$ cat src/rtl/alu_op_driver.sv
// alu_op_driver: valid/ready front end that issues one operation to a registered ALU and returns its result.
// Optional result checker is compiled in when the macro ALU_CHECK_EN is defined.
module alu_op_driver #(
  parameter int WIDTH = 4,
  parameter int TAG_W = 2
) (
  input  logic             clk,
  input  logic             rstn,
  input  logic             req_valid,
  output logic             req_ready,
  input  logic [WIDTH-1:0] req_a,
  input  logic [WIDTH-1:0] req_b,
  input  logic [1:0]       req_mode,
  input  logic [TAG_W-1:0] req_tag,
  output logic [WIDTH-1:0] alu_a,
  output logic [WIDTH-1:0] alu_b,
  output logic [1:0]       alu_mode,
  input  logic [WIDTH:0]   alu_y,
  output logic             rsp_valid,
  input  logic             rsp_ready,
  output logic [WIDTH:0]   rsp_data,
  output logic [TAG_W-1:0] rsp_tag,
  output logic             rsp_err,
  output logic [7:0]       err_cnt,
  output logic             busy
);
  typedef enum logic [1:0] {S_IDLE, S_ISSUE, S_CAPT, S_RESP} state_t;

  state_t           r_state;
  state_t           w_state_next;
  logic [WIDTH-1:0] r_alu_a;
  logic [WIDTH-1:0] r_alu_b;
  logic [1:0]       r_alu_mode;
  logic [TAG_W-1:0] r_tag;
  logic [TAG_W-1:0] r_rsp_tag;
  logic [WIDTH:0]   r_rsp_data;
  logic             r_rsp_valid;
  logic             w_accept;
  logic             w_capture;
  logic             w_release;

  assign w_accept  = (r_state == S_IDLE) && req_valid;
  assign w_capture = (r_state == S_CAPT);
  assign w_release = (r_state == S_RESP) && rsp_ready;

  always_ff @(posedge clk or negedge rstn) begin
    if (!rstn) r_state <= S_IDLE;
    else       r_state <= w_state_next;
  end

  always_comb begin
    w_state_next = r_state;
    case (r_state)
      S_IDLE:  if (req_valid) w_state_next = S_ISSUE;
      S_ISSUE: w_state_next = S_CAPT;
      S_CAPT:  w_state_next = S_RESP;
      S_RESP:  if (rsp_ready) w_state_next = S_IDLE;
      default: w_state_next = S_IDLE;
    endcase
  end

  // Operand registers hold their last issued values; they change only on acceptance.
  always_ff @(posedge clk or negedge rstn) begin
    if (!rstn) begin
      r_alu_a     <= '0;
      r_alu_b     <= '0;
      r_alu_mode  <= '0;
      r_tag       <= '0;
      r_rsp_tag   <= '0;
      r_rsp_data  <= '0;
      r_rsp_valid <= 1'b0;
    end else begin
      if (w_accept) begin
        r_alu_a    <= req_a;
        r_alu_b    <= req_b;
        r_alu_mode <= req_mode;
        r_tag      <= req_tag;
      end
      if (w_capture) begin
        r_rsp_data  <= alu_y;
        r_rsp_tag   <= r_tag;
        r_rsp_valid <= 1'b1;
      end else if (w_release) begin
        r_rsp_valid <= 1'b0;
      end
    end
  end

  assign alu_a     = r_alu_a;
  assign alu_b     = r_alu_b;
  assign alu_mode  = r_alu_mode;
  assign rsp_valid = r_rsp_valid;
  assign rsp_data  = r_rsp_data;
  assign rsp_tag   = r_rsp_tag;
  assign req_ready = (r_state == S_IDLE);
  assign busy      = (r_state != S_IDLE);

`ifdef ALU_CHECK_EN
  localparam logic [WIDTH:0] ONE = 1;
  logic [WIDTH:0] w_expected;
  logic           w_mismatch;
  logic           r_rsp_err;
  logic [7:0]     r_err_cnt;

  always_comb begin
    w_expected = '0;
    case (r_alu_mode)
      2'd0:    w_expected = {1'b0, r_alu_a} + {1'b0, r_alu_b};
      2'd1:    w_expected = {1'b0, r_alu_a} - {1'b0, r_alu_b};
      2'd2:    w_expected = {1'b0, r_alu_a} + ONE;
      default: w_expected = {1'b0, r_alu_b} + ONE;
    endcase
  end

  assign w_mismatch = (alu_y != w_expected);

  always_ff @(posedge clk or negedge rstn) begin
    if (!rstn) begin
      r_rsp_err <= 1'b0;
      r_err_cnt <= '0;
    end else if (w_capture) begin
      r_rsp_err <= w_mismatch;
      if (w_mismatch && (r_err_cnt != 8'hFF)) r_err_cnt <= r_err_cnt + 8'd1;
    end
  end

  assign rsp_err = r_rsp_err;
  assign err_cnt = r_err_cnt;
`else
  assign rsp_err = 1'b0;
  assign err_cnt = '0;
`endif
endmodule

$ cat config.mk
export PLATFORM = sky130hd
export DESIGN_NAME = alu_op_driver
export DESIGN_NICKNAME = d
export VERILOG_FILES = /design/src/rtl/alu_op_driver.sv
export SDC_FILE = /design/constraint.sdc
export NUM_CORES = 1
export LEC_CHECK = 0
export ABC_CLOCK_PERIOD_IN_PS = 1800
export CORE_ASPECT_RATIO = 0.6
export CORE_UTILIZATION = 39
export CTS_CLUSTER_DIAMETER = 80
export DETAILED_ROUTE_END_ITERATION = 8
export PLACE_DENSITY_LB_ADDON = 0.25
export SETUP_SLACK_MARGIN = 0.15
export SYNTH_ARGS = -nofsm -noshare
export SYNTH_HDL_FRONTEND = slang
export SYNTH_SLANG_ARGS = --single-unit
$ cat constraint.sdc
create_clock -name clk -period 1.8 [get_ports clk]
set_clock_uncertainty 0.05 [all_clocks]
set_input_delay 0.54 -clock clk [delete_from_list [all_inputs] [get_ports clk]]
set_output_delay 0.54 -clock clk [all_outputs]
set_load 0.01 [all_outputs]
==> key figures, run 1 <==
Worst setup path
  – Worst endpoint data arrival time: 1090 ps
  – WP buf/inv: 3
  – Slowest stage cell, crit path: dfrtp_1
  – Crit start category: register
  – Critical path capture point type: output pin
  – Cell mode on critical path: buf_6
  – Crit Path Max Fanout: 2
  – Worst path max stage delay: 380 ps
  – CP top delay family: flip-flops
  – Worst setup path class: reg -> out
  – WP data required: approximately 1200 ps
  – Crit-path cells: inv_2 -> buf_6 -> ha_4 -> buf_6

Finish
  – N_diodes: 0
  – Fin nets: 144
  – Relative area change from synthesis to final layout: 53.5%
  – Fin util: 0.673
  – Share of cells above drive strength 1: 0.356
  – Non-Filler Instances: 148

CTS
  – TritonCTS Buffers: 3
  – Hold_buf cts: 0
  – CTS tree: done
  – Max clock buf depth: 2
  – Skew-Pair Late Insertion Delay: 260 ps
  – H-tree depth: 1
  – Root Buffer: clkbuf_8
  – Number of clock sinks: 22
  – Clock slew at reported path FFs: 80 ps

Placed design
  – Inst Count DP: 140
  – Routability cong.: 0.776
  – Port Buffer Count: 40
  – Dpl hpwl: 1360 µm

Synthesis
  – Syn Inst Count: 68
  – Count of cell types in the netlist: 15
  – Mapped Area: 1010 µm²
  – Sequential area share after synthesis: 0.544
  – Yosys Warn Count: 0
  – Yosys reg bits: 22
  – Syn Area/Cell: 14.9 µm²

Timing
  – Max Slew Vio Count: 0
  – Crit path time final: 1680 ps
  – Final Setup Violations: 0
  – Fin crit share: 0.932
  – Max Freq: 0.596 GHz
  – Fin. Hold Viols: 0
  – RSZ-0062 raised after global routing: true

Die
  – Initial Util: 0.438
  – Io pins: 50
  – Core footprint: 2310 µm²
  – DIE WIDTH: between 60 and 70 µm
  – Die ar.: 2810 µm²
  – Die span in y: 41.5 µm
  – Row cnt: 13

Power and ir drop
  – Comb pwr share: 0.502
  – LEAKAGE: 0.753 nW
  – Total power: 2.68 mW
  – Switching pwr: 0.805 mW
  – P per Cell Area: 1730 nW/µm²
  – Share of total power in sequential cells: 0.327
  – Peak VDD IR: 865 µV
  – Power Internal: 1.88 mW
  – Net Sw Frac: 0.300
  – Clock share of power: 0.171

Detailed routing
  – WL/cell: 12.9 µm
  – ANT nets after route: 0
  – DR DRC count: 0
  – Avg Vias per Cell: approximately 4.5
  – Vias post-DR: 660
  – Final WL: between 1500 and 2000 µm
  – Initial DRC count: 14
  – Pre-Repair DR Iteration Count: 2

Global route
  – GR Overflow Total: 0
  – First-pass GRT wire length: 2850 µm
  – Initial antenna violation count: 0
  – Largest net degree at the start of global routing: 23
  – GRT Util Overall: 0.141
  – Number of global-route vias before repair: roughly 610

Run status
  – Run status: finished clean

Hold path
  – HP Class: reg -> reg

Job
  – Max-cap viol count: 0
==> metrics by stage <==
| step | cell area, µm² | setup TNS [ps] | setup slack (ps) | hold WS (ps) |
|---|---|---|---|---|
| after floorplan | 1040 | 0 | 443 | 194 |
| after global placement | 1450 | 0 | 12.9 | 412 |
| after detailed placement | 1450 | -16.5 | -16.5 | 426 |
| after CTS | 1520 | 0 | 25.6 | 440 |
| after global routing | 1550 | 0 | 82.4 | 464 |
| final | 1550 | 0 | 122 | 439 |
==> power groups by stage <==
| stage | Combinational (mW) | Sequential (mW) | Clock (mW) |
|---|---|---|---|
| global placement | 1.35 | 0.878 | 0 |
| detailed placement | 1.38 | 0.887 | 0 |
| floorplan | 0.614 | 0.982 | 0 |
| finish | 1.35 | 0.876 | 0.458 |
| CTS | 1.28 | 0.877 | 0.469 |
| global route | 1.47 | 0.908 | 0.492 |
==> routing by layer <==
metal	GRT usage	up-vias	share of wire
li1	-	313	-
met1	0.201	313	0.49
met2	0.190	34	0.40
met3	0.0742	0	0.11
met4	0.0250	0	0
met5	0	-	0
==> repair_timing <==
action,4_1_cts,5_1_grt
endpoints found under the hold margin,0,0
endpoints found under the setup margin,20,3
setup buffers,2,2
gates resized for setup,28,6
pin swaps,0,0
==> cell type report <==
cell class | instances | area (µm²)
Fill cell | 174 | 756
Inverter | 4 | 15.0
Clock inverter | 1 | 30.0
Sequential cell | 22 | 551
Tap cell | 30 | 37.5
Multi-Input combinational cell | 39 | 422
Timing Repair Buffer | 49 | 458
Clock buffer | 3 | 41.3
==> cell usage after synthesis, drive strengths merged <==
cell type / instances / area [µm²]
a21o: 1 / 7.51
a21oi: 1 / 5.00
nand2: 2 / 10.0
buf: 11 / 83.8
ha: 4 / 50.1
conb: 1 / 3.75
o32a: 1 / 10.0
dfrtp: 22 / 551
nor2b: 1 / 13.8
inv: 4 / 15.0
mux2: 20 / 263
==> placed cells by master, fill, tap and decap left out, types with 2 or more instances in the layout <==
cell | Yosys | final
ha_4 | 0 | 2
inv_2 | 0 | 2
buf_4 | 9 | 7
clkdlybuf4s50_1 | 0 | 20
mux2_4 | 10 | 10
ha_1 | 4 | 2
dlygate4sd2_1 | 0 | 18
buf_6 | 1 | 2
mux2_2 | 10 | 10
inv_1 | 4 | 2
clkbuf_8 | 0 | 3
dfrtp_1 | 22 | 22
conb_1 | 1 | 9
==> cells by family after synthesis <==
family                     after synthesis  share of synthesized area
AOI/OAI and AO/OA                        3                     0.0222
other                                    1                    0.00370
buffers and inverters                   15                     0.0976
adders and majority gates                4                     0.0494
muxes                                   20                      0.260
DFF                                     22                      0.544
and+or+nand+nor                          3                     0.0235
==> worst reg2reg max path: stages (launching register included) <==
cell,delay (ps)
dfrtp_1,410
buf_4,140
buf_4,130
ha_1,180
nor2b_4,130
a21oi_2,130
mux2_2,340
==> sequential cells by signal, summed over array words and instances (netlist names) <==
| register | count |
|---|---|
| r_state | 2 |
| rsp_data | 5 |
| r_tag | 2 |
| alu_b | 4 |
| rsp_tag | 2 |
| alu_a | 4 |
| alu_mode | 2 |
| rsp_valid | 1 |
==> worst paths after layout <==
kind                                           to  depth (start not counted)                   start  slack, ps
min                         rsp_valid$_DFFE_PN0P_                          1   rsp_valid$_DFFE_PN0P_        440
max                                     req_ready                          4  r_state[1]$_DFFE_PN0P_        120
max in group asynchronous  r_state[0]$_DFFE_PN0P_                          2                    rstn        910
max reg2reg                r_state[1]$_DFFE_PN0P_                          6  r_state[1]$_DFFE_PN0P_        170
min reg2reg                 rsp_valid$_DFFE_PN0P_                          1   rsp_valid$_DFFE_PN0P_        440
min in group asynchronous    alu_a[1]$_DFFE_PN0P_                          2                    rstn        560
(Power assumes the default switching activity.)
==> run 2: changes to the inputs <==
--- a/config.mk
+++ b/config.mk
@@ -5,7 +5,7 @@
 export SDC_FILE = /design/constraint.sdc
 export NUM_CORES = 1
 export LEC_CHECK = 0
-export ABC_CLOCK_PERIOD_IN_PS = 1800
+export ABC_CLOCK_PERIOD_IN_PS = 1600
 export CORE_ASPECT_RATIO = 0.6
 export CORE_UTILIZATION = 39
 export CTS_CLUSTER_DIAMETER = 80
==> constraint.sdc (replaced) <==
create_clock -name clk -period 1.6 [get_ports clk]
set_clock_uncertainty 0.05 [all_clocks]
set_input_delay 0.48 -clock clk [delete_from_list [all_inputs] [get_ports clk]]
set_output_delay 0.48 -clock clk [all_outputs]
set_load 0.01 [all_outputs]
==> key figures, run 2 (synthesized netlist as in run 1, its figures left out) <==
Timing
  – RSZ-0062 raised after global routing: true
  – Fin. Hold Viols: 0 (unchanged)
  – Fin crit share: 1.00
  – Crit path time final: ~1600 ps
  – Max Slew Vio Count: 0 (unchanged)
  – Worst setup margin: -0.213 ps (-122 ps)
  – Setup TNS: -0.213 ps (-0.213 ps)
  – Final Setup Violations: 1 (+1)
  – Max Freq: roughly 0.62 GHz

CTS
  – Max clock buf depth: 2 (unchanged)
  – TritonCTS Buffers: 3 (unchanged)
  – Number of clock sinks: 22 (unchanged)
  – Root Buffer: clkbuf_8
  – Hold_buf cts: 0 (unchanged)
  – CTS tree: done
  – Skew-Pair Late Insertion Delay: 260 ps (about the same)
  – H-tree depth: 1 (unchanged)
  – Clock slew at reported path FFs: 80 ps (about the same)

Global route
  – M3 GR Usage: 0.0577 (-0.0165)
  – Number of global-route vias before repair: 685 (+12%)
  – Initial antenna violation count: 0 (unchanged)
  – Global-route met2 utilization: 0.267 (+0.0772)
  – GRT Util Overall: 0.153 (+0.0117)
  – First-pass GRT wire length: 3110 µm (+9.0%)
  – Busiest layer in global routing: met2
  – GR Overflow Total: 0 (unchanged)
  – M1 GR Usage: 0.179 (-0.0220)
  – Largest net degree at the start of global routing: 23 (unchanged)

Die
  – Die ar.: 2810 µm² (unchanged)
  – Row cnt: 13 (unchanged)
  – DIE WIDTH: 67.8 µm (unchanged)
  – Initial Util: 0.438 (unchanged)
  – Die span in y: 41.5 µm (unchanged)
  – Io pins: 50 (unchanged)
  – Core footprint: 2310 µm² (unchanged)

Power and ir drop
  – LEAKAGE: 0.738 nW (-2.0%)
  – Peak VDD IR: 1290 µV (+49%)
  – Clock share of power: 0.162 (-0.009)
  – Share of total power in sequential cells: 0.318 (-0.009)
  – Switching pwr: 0.946 mW (+17%)
  – Comb pwr share: 0.520 (+0.018)
  – P per Cell Area: 1990 nW/µm² (+15%)
  – Power Internal: 2.19 mW (+17%)
  – Net Sw Frac: 0.302 (+0.00119)

Finish
  – Fin nets: 143 (-0.69%)
  – Relative area change from synthesis to final layout: 55.9%
  – Fillers: 161 (-7.5%)
  – Footprint of the multi-input gates: 440 µm² (+4.5%)
  – Share of cells above drive strength 1: 0.410 (+0.0543)
  – Most common cell after layout, fill and taps aside: dfrtp_1
  – Most frequent cells in the layout: 22 x dfrtp_1, 20 x clkdlybuf4s50_1, 14 x clkdlybuf4s15_1, 11 x mux2_4
  – N_diodes: 0 (unchanged)
  – Max FFs per register: 5 (unchanged)
  – Register Area: 551 µm² (unchanged)
  – Non-Filler Instances: 147 (-0.68%)

Worst setup path
  – Crit Path Max Fanout: 2 (unchanged)
  – Worst path max stage delay: 420 ps (+40 ps)
  – Crit start category: register
  – Worst endpoint data arrival time: 1070 ps (-20 ps)
  – WP data required: 1070 ps (-140 ps)
  – Critical path capture point type: output pin
  – Crit-path cells: inv_2 -> ha_4 -> inv_2 -> buf_6
  – Slowest stage cell, crit path: dfrtp_1
  – Worst setup path class: reg -> out
  – Cell mode on critical path: inv_2

Detailed routing
  – WL/cell: 14.3 µm (+11%)
  – DR DRC count: 0 (unchanged)
  – Pre-Repair DR Iteration Count: 2 (unchanged)
  – Avg Vias per Cell: 4.53 (+1.6%)
  – Initial DRC count: 18 (+4)
  – Final WL: 2100 µm (+10%)
  – Vias post-DR: 666 (+0.91%)
  – ANT nets after route: 0 (unchanged)

Placed design
  – Dpl hpwl: 1440 µm (+6.4%)
  – Inst Count DP: 141 (+0.71%)
  – Port Buffer Count: 40 (unchanged)
  – Routability cong.: 0.790 (+1.8%)

Hold path
  – HP Class: reg -> reg

Job
  – Max-cap viol count: 0 (unchanged)

Run status
  – Run status: complete, but fails checks
  – Violated checks: negative setup slack
==> run 2: changes by cell type in the layout (fill, tap and decap cells not counted), sizes merged <==
cell           previous run  this run
clkbuf                    4         7
clkdlybuf4s15             0        14
dlygate4sd2              18         0
==> run 2: final timing paths <==
path                                   startpoint                 endpoint  slack, ps  depth (start not counted)
max in group asynchronous                    rstn     alu_b[2]$_DFFE_PN0P_        770                          2
max                        r_state[1]$_DFFE_PN0P_                     busy       -0.2                          4
min in group asynchronous                    rstn  rsp_data[0]$_DFFE_PN0P_        510                          2
min                         rsp_valid$_DFFE_PN0P_    rsp_valid$_DFFE_PN0P_        450                          1
min reg2reg                 rsp_valid$_DFFE_PN0P_    rsp_valid$_DFFE_PN0P_        450                          1
max reg2reg                r_state[0]$_DFFE_PN0P_   r_state[1]$_DFFE_PN0P_         40                          6
==> run 2: final cells by class <==
| cell class | instances | share of cell area |
|---|---|---|
| clock buffers | 3 | 0.0262 |
| well taps | 30 | 0.0238 |
| multi-input cells | 39 | 0.279 |
| flip-flops and latches | 22 | 0.349 |
| inverters | 4 | 0.00952 |
| repair buffers | 48 | 0.293 |
| clock inverters | 1 | 0.0190 |
==> run 2: through the flow <==
step	total power [mW]	worst slack, ps	area (µm²)	util	hold WS [ps]
6_report	3.14	-0.213	1580	0.683	454
5_1_grt	3.34	-50.9	1580	0.683	480
4_1_cts	3.10	8.75	1560	0.677	453
3_5_place_dp	2.58	-170	1450	0.629	426
3_3_place_gp	2.51	-130	1450	0.629	412
2_1_floorplan	1.80	243	1040	-	134
==> run 2: power by group through the flow <==
stage                     combinational [mW]  sequential, mW  clock, mW
after floorplan                        0.690            1.11          0
after global placement                  1.53           0.983          0
after detailed placement                1.58           0.997          0
after CTS                               1.58           0.996      0.521
after global routing                    1.76            1.04      0.543
final                                   1.63           0.998      0.508
==> run 2: timing repair <==
action / 4_1_cts / 5_1_grt
setup endpoints to repair: 29 / 14
setup buffers: 1 / 1
gates resized for setup: 56 / 8
pin swaps: 1 / 1
==> run 2: worst max-delay path, delay by kind of cell, from the launching register on <==
family | cells | cell delay [ps]
fa+ha+maj | 1 | 150
flops | 1 | 420
buf+inv | 3 | 240
==> run 2: per-layer routing <==
layer	vias to the layer above	wire, µm
met4	0	5
met2	35	1070
li1	309	-
met3	2	191
met1	320	835
met5	-	0
